[src/rtl/timer_mc_wb.sv]
// Wishbone timer: prescaled 64-bit mtime with NCMP compare channels and a level interrupt.
// Define TIMER_MC_SNAPSHOT_EN to latch mtime[63:32] on MTIME_L reads, making 64-bit reads coherent.
module timer_mc_wb #(
  parameter int NCMP       = 2,
  parameter int PRESCALE_W = 16
) (
  input  logic        wb_clk_i,
  input  logic        wb_rst_i,
  input  logic [5:2]  wb_adr_i,
  input  logic [31:0] wb_dat_i,
  output logic [31:0] wb_dat_o,
  input  logic        wb_we_i,
  input  logic [3:0]  wb_sel_i,
  input  logic        wb_stb_i,
  output logic        wb_ack_o,
  output logic        int_o
);

  localparam logic [3:0] A_MTL  = 4'd0;
  localparam logic [3:0] A_MTH  = 4'd1;
  localparam logic [3:0] A_CTRL = 4'd2;
  localparam logic [3:0] A_PRE  = 4'd3;
  localparam logic [3:0] A_IE   = 4'd4;
  localparam logic [3:0] A_IP   = 4'd5;

  logic [63:0]            mtime_q, mtime_d;
  logic [NCMP-1:0][63:0]  cmp_q, cmp_d;
  logic                   en_q, en_d;
  logic [PRESCALE_W-1:0]  presc_q, presc_d, cnt_q, cnt_d;
  logic [NCMP-1:0]        ie_q, ie_d, ip;
  logic                   ack_q;
  logic [31:0]            dat_q, dat_d, rdat, tmp;
  logic                   wr, rd, tick;

  function automatic logic [31:0] bmerge(input logic [31:0] old, input logic [31:0] nw,
                                         input logic [3:0] sel);
    logic [31:0] r;
    for (int b = 0; b < 4; b++) r[8*b +: 8] = sel[b] ? nw[8*b +: 8] : old[8*b +: 8];
    return r;
  endfunction

  always_comb begin
    wr   = wb_stb_i & wb_we_i & ~ack_q;
    rd   = wb_stb_i & ~wb_we_i & ~ack_q;
    tick = en_q && (cnt_q == '0);

    mtime_d = tick ? mtime_q + 64'd1 : mtime_q;
    cmp_d   = cmp_q;
    en_d    = en_q;
    presc_d = presc_q;
    ie_d    = ie_q;
    tmp     = '0;

    // An mtime write takes precedence over, and discards, the same-cycle tick.
    if (wr) begin
      case (wb_adr_i)
        A_MTL:  mtime_d = {mtime_q[63:32], bmerge(mtime_q[31:0], wb_dat_i, wb_sel_i)};
        A_MTH:  mtime_d = {bmerge(mtime_q[63:32], wb_dat_i, wb_sel_i), mtime_q[31:0]};
        A_CTRL: en_d = wb_sel_i[0] ? wb_dat_i[0] : en_q;
        A_PRE: begin
          tmp     = bmerge(32'(presc_q), wb_dat_i, wb_sel_i);
          presc_d = tmp[PRESCALE_W-1:0];
        end
        A_IE: begin
          tmp  = bmerge(32'(ie_q), wb_dat_i, wb_sel_i);
          ie_d = tmp[NCMP-1:0];
        end
        default: ;
      endcase
      for (int k = 0; k < NCMP; k++) begin
        if (wb_adr_i == 4'(8 + 2*k))
          cmp_d[k][31:0]  = bmerge(cmp_q[k][31:0], wb_dat_i, wb_sel_i);
        if (wb_adr_i == 4'(9 + 2*k))
          cmp_d[k][63:32] = bmerge(cmp_q[k][63:32], wb_dat_i, wb_sel_i);
      end
    end

    cnt_d = cnt_q;
    if (en_q) cnt_d = tick ? presc_q : cnt_q - PRESCALE_W'(1);
    if (wr && wb_adr_i == A_PRE) cnt_d = presc_d;
  end

  always_comb begin
    for (int k = 0; k < NCMP; k++) ip[k] = (mtime_q >= cmp_q[k]);
  end

`ifdef TIMER_MC_SNAPSHOT_EN
  logic [31:0] shadow_q;
  always_ff @(posedge wb_clk_i) begin
    if (wb_rst_i)                      shadow_q <= '0;
    else if (rd && wb_adr_i == A_MTL)  shadow_q <= mtime_q[63:32];
  end
`endif

  always_comb begin
    rdat = '0;
    case (wb_adr_i)
      A_MTL:  rdat = mtime_q[31:0];
`ifdef TIMER_MC_SNAPSHOT_EN
      A_MTH:  rdat = shadow_q;
`else
      A_MTH:  rdat = mtime_q[63:32];
`endif
      A_CTRL: rdat = {31'd0, en_q};
      A_PRE:  rdat = 32'(presc_q);
      A_IE:   rdat = 32'(ie_q);
      A_IP:   rdat = 32'(ip);
      default: ;
    endcase
    for (int k = 0; k < NCMP; k++) begin
      if (wb_adr_i == 4'(8 + 2*k)) rdat = cmp_q[k][31:0];
      if (wb_adr_i == 4'(9 + 2*k)) rdat = cmp_q[k][63:32];
    end
    dat_d = rd ? rdat : '0;
  end

  always_ff @(posedge wb_clk_i) begin
    if (wb_rst_i) begin
      mtime_q <= '0;
      cmp_q   <= '1;
      en_q    <= 1'b1;
      presc_q <= '0;
      cnt_q   <= '0;
      ie_q    <= '0;
      ack_q   <= 1'b0;
      dat_q   <= '0;
    end else begin
      mtime_q <= mtime_d;
      cmp_q   <= cmp_d;
      en_q    <= en_d;
      presc_q <= presc_d;
      cnt_q   <= cnt_d;
      ie_q    <= ie_d;
      ack_q   <= wb_stb_i & ~ack_q;
      dat_q   <= dat_d;
    end
  end

  assign wb_ack_o = ack_q;
  assign wb_dat_o = dat_q;
  assign int_o    = |(ip & ie_q);

endmodule

[config.mk]
export PLATFORM = sky130hd
export DESIGN_NAME = timer_mc_wb
export DESIGN_NICKNAME = d
export VERILOG_FILES = /design/src/rtl/timer_mc_wb.sv
export SDC_FILE = /design/constraint.sdc
export NUM_CORES = 1
export LEC_CHECK = 0
export BUFFER_PORTS_ARGS = -buffer_cell sky130_fd_sc_hd__buf_2
export CORE_UTILIZATION = 47
export DETAILED_ROUTE_END_ITERATION = 12
export GPL_ROUTABILITY_DRIVEN = 1
export PLACE_DENSITY = 0.74
export SLEW_MARGIN = 20
export SYNTH_ARGS = -nofsm -noshare
export SYNTH_HDL_FRONTEND = slang
export SYNTH_SLANG_ARGS = --single-unit
[constraint.sdc]
create_clock -name wb_clk_i -period 4.73 [get_ports wb_clk_i]
set_input_delay 0.473 -clock wb_clk_i [delete_from_list [all_inputs] [get_ports wb_clk_i]]
set_output_delay 0.473 -clock wb_clk_i [all_outputs]
set_load 0.1 [all_outputs]
==> metrics.txt, run 1 <==
wire length per cell=around 23 um; initial antenna violation count=1; clock sink total=260; Commonest cells post-synth=260 x dfxtp_1, 259 x nand2_1, 154 x a21oi_1, 146 x inv_1, 141 x nor2_1; type of the worst setup path=flop to primary output; cell count after synthesis=approximately 2.0k; Slew Limit Fails=0; Max transition margin=between 20 and 25%; leak pwr=7.930 nW; ranking of synthesized cells by area=dfxtp_1 33%, ha_1 10%, o211ai_1 6.6%; via count=~16k; Ys Warns=0; Total Neg Setup Slack=0 ns; post-CTS sizing=0; Total GRT Usage=about 33%; Die Y=185.1 um; setup ws final=approximately 0.053 ns; Req. time, crit path=~4.3 ns; die area=34,280 um2; HPWL Detailed=around 40,000 um; Core Area=between 30,000 and 40,000 um2; drt first pass iters=6; Post-synth EDFFs=0; drt initial violations=around 2k; syn_nets=between 2k and 2.5k; synthesized area per cell=~7.8 um2; Inserted Clock Buffers=30; Power Dens Cells=about 320 nW/um2; Max Cap Violations=0; FMAX=about 0.21 GHz; Via-to-Cell Ratio=between 6 and 7; outcome=completed; H-tree depth=1; ys flop type=dfxtp_1; # IOs=78; CTS Hold Bufs=0; dpl cells=~2.4k; postcts setup bufs=0; diode count=0; first-pass GRT wire length=a little under 90,000 um; Post-DRT Antenna Nets=0; Layout Nets=around 2.2k; pin count of the biggest net entering global routing=73; WL final=between 50,000 and 60,000 um; peak supply drop=between 0.0003 and 0.0004 V; die width=185.1 um; clk root buf=clkbuf_16; CTS tree=built; mapped cell area=about 16,000 um2; final hold slack=0.1560 ns; number of library cell types mapped by synthesis=between 70 and 80; # port buffers=between 70 and 80; #FFs+latches synth=between 200 and 300; Period minus WS final=between 4 and 5 ns; clock latency at the later pin of the worst-skew pair=roughly 0.59 ns; global route total overflow=0; setup violators final=0; initial core utilization=48.09%; vias in the first global route=around 15k; CP Capture Type=primary output; FFs w/ async S/R, synth=0%; Filler cells=3,093; Critical Path AT=between 4 and 5 ns; Yosys top cell area share=around a third; clock slew at reported path FFs=~0.060 ns; Finished Layout Cells=between 2k and 2.5k; class of the worst hold path=input pin to flop; Routability Congestion=between 1 and 1.5; Hold Vio Cnt, Final=0; Post-Place Setup Slack=between 0.8 and 0.9 ns; Worst setup SP type=flop; Final Power=approximately 5.7 mW; residual DRC count=0; Least-Margin Pin Slew=1.185 ns; fin crit share=98.89%; RSZ-0062 raised after global routing=false; clk buf depth=3; Seq/Total Area, Yosys=approximately a third; count leader, synth=dfxtp_1; Synth area leader=dfxtp_1; skew final=0.02914 ns; P&R area growth vs syn=11.87%; row count=66; worst-path fanout max=6; share of cells above drive strength 1=a little under a tenth
==> cell usage in the layout (no fill, tap or decap), types with 10 or more instances in the layout <==
master,Yosys,layout
mux2i_1,31,31
clkbuf_16,0,31
dfxtp_1,260,260
xnor2_1,17,17
a21oi_1,154,154
a22oi_1,43,43
o21a_1,13,13
and3_1,47,47
a31oi_1,32,32
and4_1,10,10
inv_1,146,145
nand3_1,66,66
a221oi_1,31,31
a211oi_1,13,13
buf_2,3,76
ha_1,130,130
a222oi_1,23,23
nand2_1,259,259
nor3_1,38,35
buf_4,2,37
o211ai_1,139,139
nand4_1,41,41
o22ai_1,22,22
nor4_1,17,16
o21ai_0,78,78
a21o_1,13,13
nor2_1,141,139
==> stage by stage <==
stage / instance area, um2 / util, %
after global placement: 16520 / 50.39
after floorplan: 15770 / -
after CTS: 17620 / 53.76
after global routing: 17640 / 53.80
final: 17640 / 53.80
after detailed placement: 16520 / 50.39
==> cells by family (layout without fill, tap and decap cells) <==
| family | Yosys count | count (layout) | share of synthesized area, % |
|---|---|---|---|
| buffers and inverters | 281 | 318 | 6.762 |
| AOI/OAI and AO/OA | 619 | 619 | 26.33 |
| muxes | 32 | 32 | 2.040 |
| adders and majority gates | 130 | 130 | 10.32 |
| xor gates and xnor gates | 22 | 22 | 1.222 |
| DFF | 260 | 260 | 33.02 |
| and+or+nand+nor | 672 | 672 | 20.32 |
==> area by class of cell <==
class | count | area [um2] | share of cell area [%]
repair buffers | 114 | 678.2 | 3.845
flip-flops and latches | 260 | 5205 | 29.51
inverters | 148 | 558.0 | 3.164
well taps | 442 | 553.0 | 3.136
clock buffers | 42 | 897.1 | 5.087
clock inverters | 14 | 207.7 | 1.178
multi-input cells | 1475 | 9538 | 54.08
==> sequential cells by signal, summed over array words and instances, names as in the netlist <==
name / cells
wb_dat_o: 32
mtime_q: 64
en_q: 1
cmp_q: 128
cnt_q: 16
wb_ack_o: 1
ie_q: 2
presc_q: 16
==> per-layer routing <==
metal	share of wire, %	global-route usage, %
met1	40	42.15
met2	44	51.92
met3	9.6	5.879
met4	5.9	18.45
met5	0	0
==> power by group <==
part	leakage [nW]	switching [mW]	internal (mW)
sequential	2.11	0.0855	2.26
clock	0.542	0.998	1.59
combinational	5.28	0.515	0.280
total	7.93	1.60	4.13
==> worst max-delay path, cell delays in order, from the launching register on <==
cell	delay, ns
dfxtp_1	0.45
inv_1	0.15
ha_1	0.30
nor2b_1	0.04
o21ai_0	0.17
a21oi_1	0.16
o311ai_0	0.89
a211oi_1	0.17
o21ai_0	0.53
o2bb2ai_1	0.25
buf_2	0.49
==> worst paths after layout <==
| check | startpoint | to | slack (ns) | cells past startpoint |
|---|---|---|---|---|
| worst max-delay path | mtime_q[0]$_SDFFE_PP0P_ | int_o | 0.05 | 10 |
| worst min-delay path | wb_stb_i | wb_ack_o$_SDFF_PP0_ | 0.16 | 3 |
| worst max register to register | mtime_q[0]$_SDFFE_PP0P_ | wb_dat_o[1]$_SDFF_PP0_ | 1.48 | 9 |
| worst min register to register | cmp_q[114]$_SDFFE_PP1P_ | wb_dat_o[18]$_SDFF_PP0_ | 0.50 | 2 |
Power figures use the tool's default switching activity.
==> run 2: changes to the inputs <==
--- a/config.mk
+++ b/config.mk
@@ -6,10 +6,9 @@
 export NUM_CORES = 1
 export LEC_CHECK = 0
 export BUFFER_PORTS_ARGS = -buffer_cell sky130_fd_sc_hd__buf_2
-export CORE_UTILIZATION = 47
+export CORE_UTILIZATION = 45
 export DETAILED_ROUTE_END_ITERATION = 12
 export GPL_ROUTABILITY_DRIVEN = 1
-export PLACE_DENSITY = 0.74
 export SLEW_MARGIN = 20
 export SYNTH_ARGS = -nofsm -noshare
 export SYNTH_HDL_FRONTEND = slang
==> metrics.txt, run 2 (synthesis gave the netlist of run 1 again) <==
type of the worst setup path=flop to primary output; WL final=59,590 um; Least-Margin Pin Slew=1.148 ns; Period minus WS final=between 4 and 5 ns; final hold slack=about 0.13 ns; Power Dens Cells=317.7 nW/um2; Inserted Clock Buffers=31; uppermost layer routed=met4; fin crit share=93.51%; Max transition margin=23.24%; most common cell after layout, fill and taps aside=dfxtp_1; via count=16.09k; pin count of the biggest net entering global routing=between 90 and 100; Core Area=34,540 um2; Req. time, crit path=4.26 ns; Biggest register=cmp_q; Hold Vio Cnt, Final=0; Final Util=about half; WHS Path Cells=3; post-CTS sizing=0; clock latency at the later pin of the worst-skew pair=~0.60 ns; Die Y=between 150 and 200 um; routed wl met3=approximately 4800 um; initial antenna violation count=0; class of the worst hold path=input pin to flop; CP Capture Type=primary output; worst-path fanout max=6; clock sink total=between 200 and 300; die width=189.2 um; P&R area growth vs syn=11.85%; routed wl met2=between 20,000 and 30,000 um; vias in the first global route=about 15k; diode count=0; CTS tree=built; # IOs=78; clk root buf=clkbuf_16; max FFs per register=128; Critical Path AT=3.95 ns; FF-to-FF setup slack=1.63 ns; Final Power=between 5 and 6 mW; HPWL Detailed=approximately 42,000 um; row count=68; CTS Hold Bufs=0; reg2reg start=wb_ack_o$_SDFF_PP0_; worst hold endpoint=wb_ack_o$_SDFF_PP0_; Worst R2R Path Depth=7; setup violators final=0; drt initial violations=about 1.7k; HP Start=wb_stb_i; WL met1=24,730 um; H-tree depth=1; Slew Limit Fails=0; first-pass GRT wire length=around 90,000 um; # port buffers=77; residual DRC count=0; commonest cells after routing, fill and taps aside=260 x dfxtp_1, 259 x nand2_1, 154 x a21oi_1; Layout Nets=roughly 2.2k; clock slew at reported path FFs=approximately 0.06 ns; share of cells above drive strength 1=~9.2%; Total Neg Setup Slack=0 ns; skew final=~0.028 ns; Routability Congestion=about 0.96; initial core utilization=45.64%; die area=around 36,000 um2; RSZ-0062 raised after global routing=false; clk buf depth=3; Via-to-Cell Ratio=roughly 6.4; Max Cap Violations=0; wire length per cell=about 24 um; Total GRT Usage=33.10%; postcts setup bufs=0; leak pwr=~7.9 nW; drt first pass iters=8; reg2reg end=mtime_q[16]$_SDFFE_PP0P_; FMAX=around 0.23 GHz; Post-DRT Antenna Nets=0; outcome=completed; global route total overflow=0; peak supply drop=0.0002943 V; Worst setup SP type=flop
[run 2: cell type report]
cell class              count  area [um2]
repair buffers            123       733.2
well taps                 455       569.3
multi-input cells        1475        9543
inverters                 148       558.0
clock inverters             5       56.30
flip-flops and latches    260        5205
fillers                  3447       16910
clock buffers              53       968.4
[run 2: how the worst max path moves through the flow]
stage | from | to | slack (ns) | depth (start not counted)
after detailed placement | mtime_q[0]$_SDFFE_PP0P_ | int_o | 0.94 | 10
after global routing | mtime_q[0]$_SDFFE_PP0P_ | int_o | 0.18 | 10
after floorplan | mtime_q[0]$_SDFFE_PP0P_ | int_o | 1.05 | 9
after CTS | mtime_q[0]$_SDFFE_PP0P_ | int_o | 0.31 | 10
final | mtime_q[0]$_SDFFE_PP0P_ | int_o | 0.31 | 10
after global placement | mtime_q[0]$_SDFFE_PP0P_ | int_o | 1.01 | 10
[run 2: where the power goes]
group	switching (mW)	leakage (nW)	internal, mW
logic	0.544	5.32	0.286
registers	0.0845	2.11	2.26
clock network	0.997	0.501	1.43
total	1.63	7.92	3.98
[run 2: layer usage]
layer / vias to the layer above / global-route usage (%)
met2: 778 / 53.00
met4: 0 / 16.87
li1: 7482 / -
met5: - / 0
met1: 7641 / 43.23
met3: 192 / 4.875
[run 2: worst max-delay path, cell delays in order (launching register included)]
cell and delay [ns]:
dfxtp_1 0.43, inv_1 0.11, ha_1 0.28, nand2b_1 0.09, a2111oi_0 0.13, o311a_1 0.40, o41ai_1 0.75, a221oi_1 0.28
o21a_1 0.27, o2bb2ai_1 0.17, buf_2 0.45
[run 2: per-stage QoR]
stage	std cells	worst slack, ns	area (um2)
after global placement	2461	1.007	16600
after CTS	2519	0.3056	17630
after global routing	2519	0.1833	17630
after floorplan	2016	1.047	15770
after detailed placement	2461	0.9352	16600
final	2519	0.3070	17630
